===== src/rtl/queue_ingress_rr_arbiter.sv =====
// Packet-atomic round-robin merge of NUM_PORTS AXI-Stream sources; one cycle to arbitrate from idle,
// zero-latency pass-through once granted. Downstream ready is steered only to the granted port.
`timescale 1ns/1ps
module queue_ingress_rr_arbiter #(
  parameter int NUM_PORTS         = 4,
  parameter int AXIS_DATA_WIDTH   = 64,
  parameter int PACKET_SIZE_WIDTH = 11,
  parameter int PORT_ID_WIDTH     = $clog2(NUM_PORTS),
  parameter int PKT_CNT_WIDTH     = 32
) (
  input  logic                                   clk_i,
  input  logic                                   rst_i,
  input  logic [NUM_PORTS-1:0]                   s_axis_tvalid_i,
  output logic [NUM_PORTS-1:0]                   s_axis_tready_o,
  input  logic [NUM_PORTS*AXIS_DATA_WIDTH-1:0]   s_axis_tdata_i,
  input  logic [NUM_PORTS*AXIS_DATA_WIDTH/8-1:0] s_axis_tkeep_i,
  input  logic [NUM_PORTS-1:0]                   s_axis_tlast_i,
  input  logic [NUM_PORTS*PACKET_SIZE_WIDTH-1:0] s_axis_packet_length_i,
  input  logic                                   m_axis_tready_i,
  output logic                                   m_axis_tvalid_o,
  output logic [AXIS_DATA_WIDTH-1:0]             m_axis_tdata_o,
  output logic [AXIS_DATA_WIDTH/8-1:0]           m_axis_tkeep_o,
  output logic                                   m_axis_tlast_o,
  output logic [PACKET_SIZE_WIDTH-1:0]           m_axis_packet_length_o,
  output logic [PORT_ID_WIDTH-1:0]               m_port_id_o,
  output logic [PKT_CNT_WIDTH-1:0]               pkt_count_o
);

  localparam int KEEP_WIDTH = AXIS_DATA_WIDTH / 8;

  typedef enum logic {IDLE, PASS} state_t;

  state_t                   state;
  logic [PORT_ID_WIDTH-1:0] grant;
  logic [PORT_ID_WIDTH-1:0] last_grant;
  logic [PKT_CNT_WIDTH-1:0] pkt_count;

  logic [AXIS_DATA_WIDTH-1:0]   tdata_a [NUM_PORTS];
  logic [KEEP_WIDTH-1:0]        tkeep_a [NUM_PORTS];
  logic [PACKET_SIZE_WIDTH-1:0] len_a   [NUM_PORTS];

  for (genvar p = 0; p < NUM_PORTS; p++) begin : g_slice
    assign tdata_a[p] = s_axis_tdata_i[p*AXIS_DATA_WIDTH +: AXIS_DATA_WIDTH];
    assign tkeep_a[p] = s_axis_tkeep_i[p*KEEP_WIDTH +: KEEP_WIDTH];
    assign len_a[p]   = s_axis_packet_length_i[p*PACKET_SIZE_WIDTH +: PACKET_SIZE_WIDTH];
  end

  // Returns {found, index}; candidates start at base+1 and wrap around to base itself.
  function automatic logic [PORT_ID_WIDTH:0] rr_pick(input logic [NUM_PORTS-1:0]     req,
                                                     input logic [PORT_ID_WIDTH-1:0] base);
    logic [PORT_ID_WIDTH:0]   res;
    logic [PORT_ID_WIDTH-1:0] sel;
    res = '0;
    for (int k = NUM_PORTS; k >= 1; k--) begin
      sel = PORT_ID_WIDTH'((int'(base) + k) % NUM_PORTS);
      if (req[sel]) res = {1'b1, sel};
    end
    return res;
  endfunction

  logic [NUM_PORTS-1:0]   grant_onehot;
  logic [PORT_ID_WIDTH:0] idle_pick;
  logic [PORT_ID_WIDTH:0] end_pick;
  logic                   pkt_end;

  assign grant_onehot = NUM_PORTS'(1) << grant;
  assign idle_pick    = rr_pick(s_axis_tvalid_i, last_grant);
  // The finishing port's tlast beat is not a new request, so it is masked out of the re-search.
  assign end_pick     = rr_pick(s_axis_tvalid_i & ~grant_onehot, grant);
  assign pkt_end      = (state == PASS) && s_axis_tvalid_i[grant] && m_axis_tready_i
                        && s_axis_tlast_i[grant];

  always_ff @(posedge clk_i) begin
    if (rst_i) begin
      state      <= IDLE;
      grant      <= '0;
      last_grant <= PORT_ID_WIDTH'(NUM_PORTS - 1);
      pkt_count  <= '0;
    end else begin
      case (state)
        IDLE: begin
          if (idle_pick[PORT_ID_WIDTH]) begin
            grant <= idle_pick[PORT_ID_WIDTH-1:0];
            state <= PASS;
          end
        end
        PASS: begin
          if (pkt_end) begin
            last_grant <= grant;
            pkt_count  <= pkt_count + 1'b1;
            if (end_pick[PORT_ID_WIDTH]) begin
              grant <= end_pick[PORT_ID_WIDTH-1:0];
            end else begin
              state <= IDLE;
            end
          end
        end
        default: state <= IDLE;
      endcase
    end
  end

  always_comb begin
    s_axis_tready_o = '0;
    if (state == PASS) s_axis_tready_o[grant] = m_axis_tready_i;
  end

  assign m_axis_tvalid_o        = (state == PASS) && s_axis_tvalid_i[grant];
  assign m_axis_tdata_o         = tdata_a[grant];
  assign m_axis_tkeep_o         = tkeep_a[grant];
  assign m_axis_tlast_o         = s_axis_tlast_i[grant];
  assign m_axis_packet_length_o = len_a[grant];
  assign m_port_id_o            = grant;
  assign pkt_count_o            = pkt_count;

endmodule

===== config.mk =====
export PLATFORM = sky130hd
export DESIGN_NAME = queue_ingress_rr_arbiter
export DESIGN_NICKNAME = d
export VERILOG_FILES = /design/src/rtl/queue_ingress_rr_arbiter.sv
export SDC_FILE = /design/constraint.sdc
export NUM_CORES = 1
export LEC_CHECK = 0
export CAP_MARGIN = 20
export CORE_AREA = 5 5 177 179
export DETAILED_ROUTE_END_ITERATION = 7
export DIE_AREA = 0 0 182 184
export PLACE_DENSITY = 0.56
export SETUP_SLACK_MARGIN = 0.5
export SLEW_MARGIN = 20
export SYNTH_ARGS = -nofsm -noshare
export SYNTH_HDL_FRONTEND = slang
export SYNTH_SLANG_ARGS = --single-unit
export TNS_END_PERCENT = 5

===== constraint.sdc =====
create_clock -name clk_i -period 2 [get_ports clk_i]
set_input_delay 0.2 -clock clk_i [delete_from_list [all_inputs] [get_ports clk_i]]
set_output_delay 0.2 -clock clk_i [all_outputs]
set_load 0.03 [all_outputs]

==> results of run 1 <==
-- critical path, stage by stage (launching register included) --
cell and delay [ns]:
sky130_fd_sc_hd__dfxtp_4 0.36, sky130_fd_sc_hd__buf_6 0.12, sky130_fd_sc_hd__buf_6 0.11, sky130_fd_sc_hd__buf_6 0.12
sky130_fd_sc_hd__mux2i_4 0.20, sky130_fd_sc_hd__o22ai_4 0.30, sky130_fd_sc_hd__buf_12 0.16, sky130_fd_sc_hd__nand4_4 0.13
sky130_fd_sc_hd__or4_4 0.45, sky130_fd_sc_hd__a21oi_2 0.13
-- synth_stat cells, types with 3 or more instances --
| cell | instances |
|---|---|
| sky130_fd_sc_hd__nand2_1 | 13 |
| sky130_fd_sc_hd__o31ai_1 | 9 |
| sky130_fd_sc_hd__mux4_2 | 86 |
| sky130_fd_sc_hd__o21ai_0 | 13 |
| sky130_fd_sc_hd__mux2i_1 | 3 |
| sky130_fd_sc_hd__ha_1 | 5 |
| sky130_fd_sc_hd__nand3_1 | 9 |
| sky130_fd_sc_hd__and2_1 | 4 |
| sky130_fd_sc_hd__nor3_1 | 7 |
| sky130_fd_sc_hd__or4_1 | 8 |
| sky130_fd_sc_hd__nand4_1 | 11 |
| sky130_fd_sc_hd__a21oi_1 | 27 |
| sky130_fd_sc_hd__and3_1 | 5 |
| sky130_fd_sc_hd__xor2_1 | 6 |
| sky130_fd_sc_hd__clkbuf_1 | 13 |
| sky130_fd_sc_hd__or3_1 | 14 |
| sky130_fd_sc_hd__xnor2_1 | 3 |
| sky130_fd_sc_hd__nand4_2 | 5 |
| sky130_fd_sc_hd__a211o_1 | 3 |
| sky130_fd_sc_hd__dfxtp_1 | 37 |
| sky130_fd_sc_hd__buf_2 | 14 |
| sky130_fd_sc_hd__inv_1 | 13 |
| sky130_fd_sc_hd__nand2b_1 | 4 |
| sky130_fd_sc_hd__nor2_1 | 19 |
-- logic make-up after synthesis --
logic type	after synthesis	share of synthesized area (%)
multiplexers	90	47.3
buffers and inverters	44	4.64
AND/OR/NAND/NOR	114	16.5
adder cells (fa/ha/maj)	5	1.50
XOR/XNOR	9	1.89
flip-flops	37	17.7
AO/OA/AOI/OAI	67	10.4
-- routing by layer --
metal	global-route usage (%)	up-vias	wire, microns
met3	4.67	22	2740
met1	22.2	2808	12400
met5	0	-	27
met2	29.6	247	15400
met4	1.71	4	269
li1	-	2569	-
-- state kept, by name (all words and copies together), names as in the netlist --
name,flops
m_port_id_o,2
state,1
pkt_count_o,32
last_grant,2
-- layout make-up --
type                       instances  area (sq um)  share of cell area, %
clock inverter                     1          5.00                 0.0472
clock buffer                       7           153                   1.44
timing repair buffer             543          5710                   53.9
multi-input combinational        285          3420                   32.3
antenna                            3          7.51                 0.0708
tap                              390           488                   4.60
sequential                        37           748                   7.06
inverter                          14          60.1                  0.567
-- stage by stage --
| stage | total power [uW] | cell area [sq um] | setup WS [ns] | hold slack, ns |
|---|---|---|---|---|
| 2_1_floorplan | 2410 | 4270 | -0.0230 | 0.437 |
| 5_1_grt | 5560 | 10600 | -0.259 | 0.530 |
| 6_report | 5320 | 10600 | -0.152 | 0.506 |
| 3_5_place_dp | 4210 | 9840 | -0.217 | 0.497 |
| 3_3_place_gp | 4200 | 9840 | -0.170 | 0.482 |
| 4_1_cts | 5290 | 10400 | -0.196 | 0.507 |
-- power breakdown --
part | leakage [uW] | internal (uW) | switching (uW)
logic | 0.00357 | 2110 | 1620
clock network | 0.0000799 | 528 | 301
registers | 0.000300 | 750 | 16.1
-- final timing paths --
kind / start / to / cells past startpoint
worst min register to register: last_grant[0]$_SDFFE_PP1P_ / last_grant[0]$_SDFFE_PP1P_ / 1
worst min-delay path: last_grant[0]$_SDFFE_PP1P_ / last_grant[0]$_SDFFE_PP1P_ / 1
worst max-delay path: m_port_id_o[0]$_SDFFE_PP0P_ / pkt_count_o[21]$_SDFFE_PP0P_ / 9
worst max register to register: m_port_id_o[0]$_SDFFE_PP0P_ / pkt_count_o[21]$_SDFFE_PP0P_ / 9
-- repair_timing --
| action | CTS | global route |
|---|---|---|
| endpoints found under the hold margin | 0 | 0 |
| hold buffers | 0 | 0 |
| gates resized for setup | 168 | 29 |
| gates cloned | 1 | 0 |
| setup endpoints to repair | 158 | 127 |
| pin swaps | 14 | 12 |
| buffers inserted | 13 | 7 |
==> flow_summary.ini, run 1 <==
[layout]
mostFrequentLayoutCells = sky130_fd_sc_hd__clkdlybuf4s50_1, sky130_fd_sc_hd__mux4_2, sky130_fd_sc_hd__buf_4
final_common_cell = sky130_fd_sc_hd__clkdlybuf4s50_1
nNetsFinal = 1234
fill_cells = 2927
fin_cells = 1280
final_layout_size_suffix_gt1_share_pct = 34.4
area_grow_syn2layout_pct = 154
final_core_utilization_pct = 36.0

[placed_design]
finalWeightedCongestion = 0.908
place.detailed.hpwl_microns = 27100
place_inst = 1248
port_buffers = 465

[drt]
route.detailed.drc = 0
drt_first_pass_iters = 4
number_of_antenna_violating_nets_in_the_routed_design = 0
vias_per_cell = 4.41
vias = 5650
route.final.wire_length_microns = 30900
drt_first_iter_violations = 268
wl_per_cell_microns = 24.1

[clock_tree]
htree_num_levels = 2
numClockSinks = 37
cts_tree = built
cts_made_buffers = 5
max-clock-path-buffers = 2
clock_insertion_delay_worst_skew_ns = 0.28
ctsRootBufferMaster = sky130_fd_sc_hd__clkbuf_16
cts.clk_slew.worst_paths_ns = 0.06

[floorplan]
dieWidth_microns = 182
initial_utilization_pct = 14.2
fp-row-count = 63
dieHeight_microns = 184
dieArea_sq_um = 33500
floorplan.io_pins = 466
core_region_area_sq_um = 29400

[pwr]
leakage_uw = 0.00395
ir_worst_vdd_mv = 0.412
power-per-cell-area_nw_per_um2 = 502

[global_route]
gr-total-overflow = 0
globalRouteTotalUtil_pct = 17.1
number_of_global_route_vias_before_repair = 5873
grt_antenna_before_repair = 5
grt_pass1_wl_microns = 42400
maximum_number_of_pins_on_one_net_before_global_route_repair = 54

[synthesis]
ranking_of_synthesized_cells_by_area = sky130_fd_sc_hd__mux4_2, sky130_fd_sc_hd__dfxtp_1, sky130_fd_sc_hd__a21oi_1, sky130_fd_sc_hd__or3_1, sky130_fd_sc_hd__nor2_1
postSynth.asyncResetShare_pct = 0
synth_sequential_area_ratio_pct = 17.7
post_synth_inst_count = 366
yosys_register_bits = 37
number_of_enable_type_register_cells_in_the_synthesized_netlist = 0
ys.flop_type = sky130_fd_sc_hd__dfxtp_1
synth-warning-count = 0
synth.avg_cell_area_sq_um = 11.4
post-synth-top-area-cell = sky130_fd_sc_hd__mux4_2
syn-num-nets = 714
post-synth-top-area-fraction_pct = 46.4
netlist-cell-type-count = 52
synthesis.area_sq_um = 4180

[worst_setup_path]
setup.reg_to_reg.worst_slack_ns = -0.15
path_class = reg2reg
cp_max_fo = 8
crit_path_end_kind = flop
critical_path_required_ns = 2.21
worstSetupStartpointType = flop
arrival_ns = 2.36

[sta]
period_needed_ns = 2.15
rsz0062_at_grt = true
report.final.slew_viol_count = 0
setup_viol_count_final = 60
summed_negative_setup_slack_over_all_endpoints_ns = -3.20
clock_skew_ns = 0.00665
worst-slew-pin-transition_ns = 0.472
timing.final.hold_violations = 0
period_share_pct = 108
max_freq_mhz = 465
postLayoutSetupSlackWorst_ns = -0.152
slew_headroom_pct = 68.4

[outcome]
status = finished, violations left
violations = negative setup slack

[flow_run]
cap_viol_max_count = 0

[min_path]
worst_hold_path_type = reg2reg
Note: power is estimated with default switching activity, not from simulation.
==> inputs of run 2 (changes only) <==
--- a/config.mk
+++ b/config.mk
@@ -6,10 +6,11 @@
 export NUM_CORES = 1
 export LEC_CHECK = 0
 export CAP_MARGIN = 20
-export CORE_AREA = 5 5 177 179
+export CORE_AREA = 5 5 179 181
 export DETAILED_ROUTE_END_ITERATION = 7
-export DIE_AREA = 0 0 182 184
-export PLACE_DENSITY = 0.56
+export DIE_AREA = 0 0 184 186
+export DONT_BUFFER_PORTS = 1
+export PLACE_DENSITY = 0.34
 export SETUP_SLACK_MARGIN = 0.5
 export SLEW_MARGIN = 20
 export SYNTH_ARGS = -nofsm -noshare
==> flow_summary.ini, run 2 (synthesis gave the netlist of run 1 again) <==
[floorplan]
dieHeight_microns = 186
initial_utilization_pct = 13.8
dieWidth_microns = 184
core_region_area_sq_um = 30300
fp-row-count = 64
dieArea_sq_um = 34200
floorplan.io_pins = 466

[worst_setup_path]
arrival_ns = 2.23
r2r_cells = 7
crit_path_end_kind = flop
cp_max_fo = 9
critical_path_required_ns = 2.21
worstSetupStartpointType = flop
path_class = reg2reg

[pwr]
ir_worst_vdd_mv = 0.264
cell_internal_pwr_uw = 2030
p_seq_share_pct = 20.9
p_sw_share_pct = 45.4
power.share.combinational_pct = 57.8
leakage_uw = 0.00175
power-per-cell-area_nw_per_um2 = 654
pwr-share-clk_pct = 21.3
total_switching_power_uw = 1680

[outcome]
status = finished, violations left
violations = negative setup slack

[drt]
number_of_antenna_violating_nets_in_the_routed_design = 0
vias = 4116
vias_per_cell = 4.97
route.final.wire_length_microns = 31200
wl_per_cell_microns = 37.7
drt_first_pass_iters = 4
route.detailed.drc = 0
drt_first_iter_violations = 250

[placed_design]
port_buffers = 0
placed_cell_area_sq_um = 5160
pre_cts_ws_ns = -0.0583
finalWeightedCongestion = 1.03
place.detailed.hpwl_microns = 28300

[sta]
worst-slew-pin-transition_ns = 0.479
clock_skew_ns = 0.00690
rsz0062_at_grt = true
period_needed_ns = 2.02
slew_headroom_pct = 68.0
period_share_pct = 101
postLayoutSetupSlackWorst_ns = -0.0233
setup_viol_count_final = 11
max_freq_mhz = 494
report.final.slew_viol_count = 0
timing.final.hold_violations = 0

[global_route]
grt_antenna_before_repair = 35
maximum_number_of_pins_on_one_net_before_global_route_repair = 35
globalRouteTotalUtil_pct = 16.6
gr-total-overflow = 0
number_of_global_route_vias_before_repair = 3924
grt_pass1_wl_microns = 38600

[min_path]
worst_hold_path_type = in2reg
worst_hold_path.num_cells = 1

[layout]
final_common_cell = sky130_fd_sc_hd__mux4_2
nNetsFinal = 766
final_area_sq_um = 5670
largest_register_ffs = 32
area_grow_syn2layout_pct = 35.7
mostFrequentLayoutCells = sky130_fd_sc_hd__mux4_2, sky130_fd_sc_hd__buf_4, sky130_fd_sc_hd__dfxtp_1
final_layout_size_suffix_gt1_share_pct = 51.2

[clock_tree]
ctsRootBufferMaster = sky130_fd_sc_hd__clkbuf_16
cts.clk_slew.worst_paths_ns = 0.06
htree_num_levels = 2
clock_insertion_delay_worst_skew_ns = 0.28
cts_made_buffers = 5
max-clock-path-buffers = 2
numClockSinks = 37
cts_tree = built

[flow_run]
cap_viol_max_count = 0
-- run 2: changes by cell type in the layout (fill, tap and decap cells not counted), moves of 10 or more --
cell / before / now
sky130_fd_sc_hd__buf_6: 57 / 7
sky130_fd_sc_hd__buf_12: 34 / 9
sky130_fd_sc_hd__clkdlybuf4s15_2: 10 / 0
sky130_fd_sc_hd__dlygate4sd2_1: 31 / 0
sky130_fd_sc_hd__diode_2: 3 / 15
sky130_fd_sc_hd__clkdlybuf4s50_1: 342 / 0
-- run 2: power groups by stage --
stage	combinational [uW]	clock, uW	sequential, uW
6_report	2140	790	776
5_1_grt	2250	844	779
4_1_cts	2170	824	775
3_5_place_dp	2050	0	793
3_3_place_gp	2050	0	792
2_1_floorplan	1620	0	791
-- run 2: path summary, 6_finish.rpt --
path / from / to / slack [ns]
setup / recovery: m_port_id_o[0]$_SDFFE_PP0P_ / pkt_count_o[21]$_SDFFE_PP0P_ / -0.02
hold / removal: rst_i / last_grant[1]$_SDFFE_PP1P_ / 0.02
setup reg to reg: m_port_id_o[0]$_SDFFE_PP0P_ / pkt_count_o[21]$_SDFFE_PP0P_ / -0.02
hold reg to reg: last_grant[0]$_SDFFE_PP1P_ / last_grant[0]$_SDFFE_PP1P_ / 0.50
-- run 2: repair_timing --
item | 4_1_cts | 5_1_grt
resized for setup | 46 | 14
setup buffers | 2 | 0
pin swaps | 40 | 23
hold buffers | 1 | 0
endpoints found under the hold margin | 34 | 0
endpoints found under the setup margin | 127 | 126
cloned | 1 | 0
-- run 2: worst max-delay path: stages, from the launching register on --
cell and delay, ns:
sky130_fd_sc_hd__dfxtp_4 0.40, sky130_fd_sc_hd__buf_12 0.15, sky130_fd_sc_hd__mux2i_2 0.18, sky130_fd_sc_hd__o22ai_4 0.30, sky130_fd_sc_hd__buf_6 0.19, sky130_fd_sc_hd__nand4_4 0.12, sky130_fd_sc_hd__or4_1 0.45, sky130_fd_sc_hd__a21oi_1 0.16
-- run 2: routing by layer --
layer	vias up	part of all wire, %	global-route usage, %
met3	40	14	8.62
met2	294	50	28.3
met4	14	1.5	3.16
li1	1651	-	-
met5	-	0.35	0
met1	2117	34	18.7
-- run 2: stage by stage --
step | hold WS [ns] | power [uW] | setup TNS [ns] | util (%) | std cells
after global routing | 0.00373 | 3870 | -4.39 | 18.7 | 820
after global placement | 0.276 | 2840 | -0.0372 | 17.1 | 803
after CTS | 0.0110 | 3770 | -0.783 | 18.4 | 814
after detailed placement | 0.275 | 2850 | -0.240 | 17.1 | 803
after floorplan | 0.437 | 2410 | -0.0230 | - | 366
final | 0.0151 | 3710 | -0.119 | 18.7 | 829
-- run 2: cell type report --
class	instances	area [sq um]
Timing Repair Buffer	75	762
Sequential cell	37	749
Fill cell	3294	24600
Multi-Input combinational cell	285	3420
Tap cell	396	495
Antenna cell	15	37.5
Inverter	14	57.6
Clock buffer	7	143
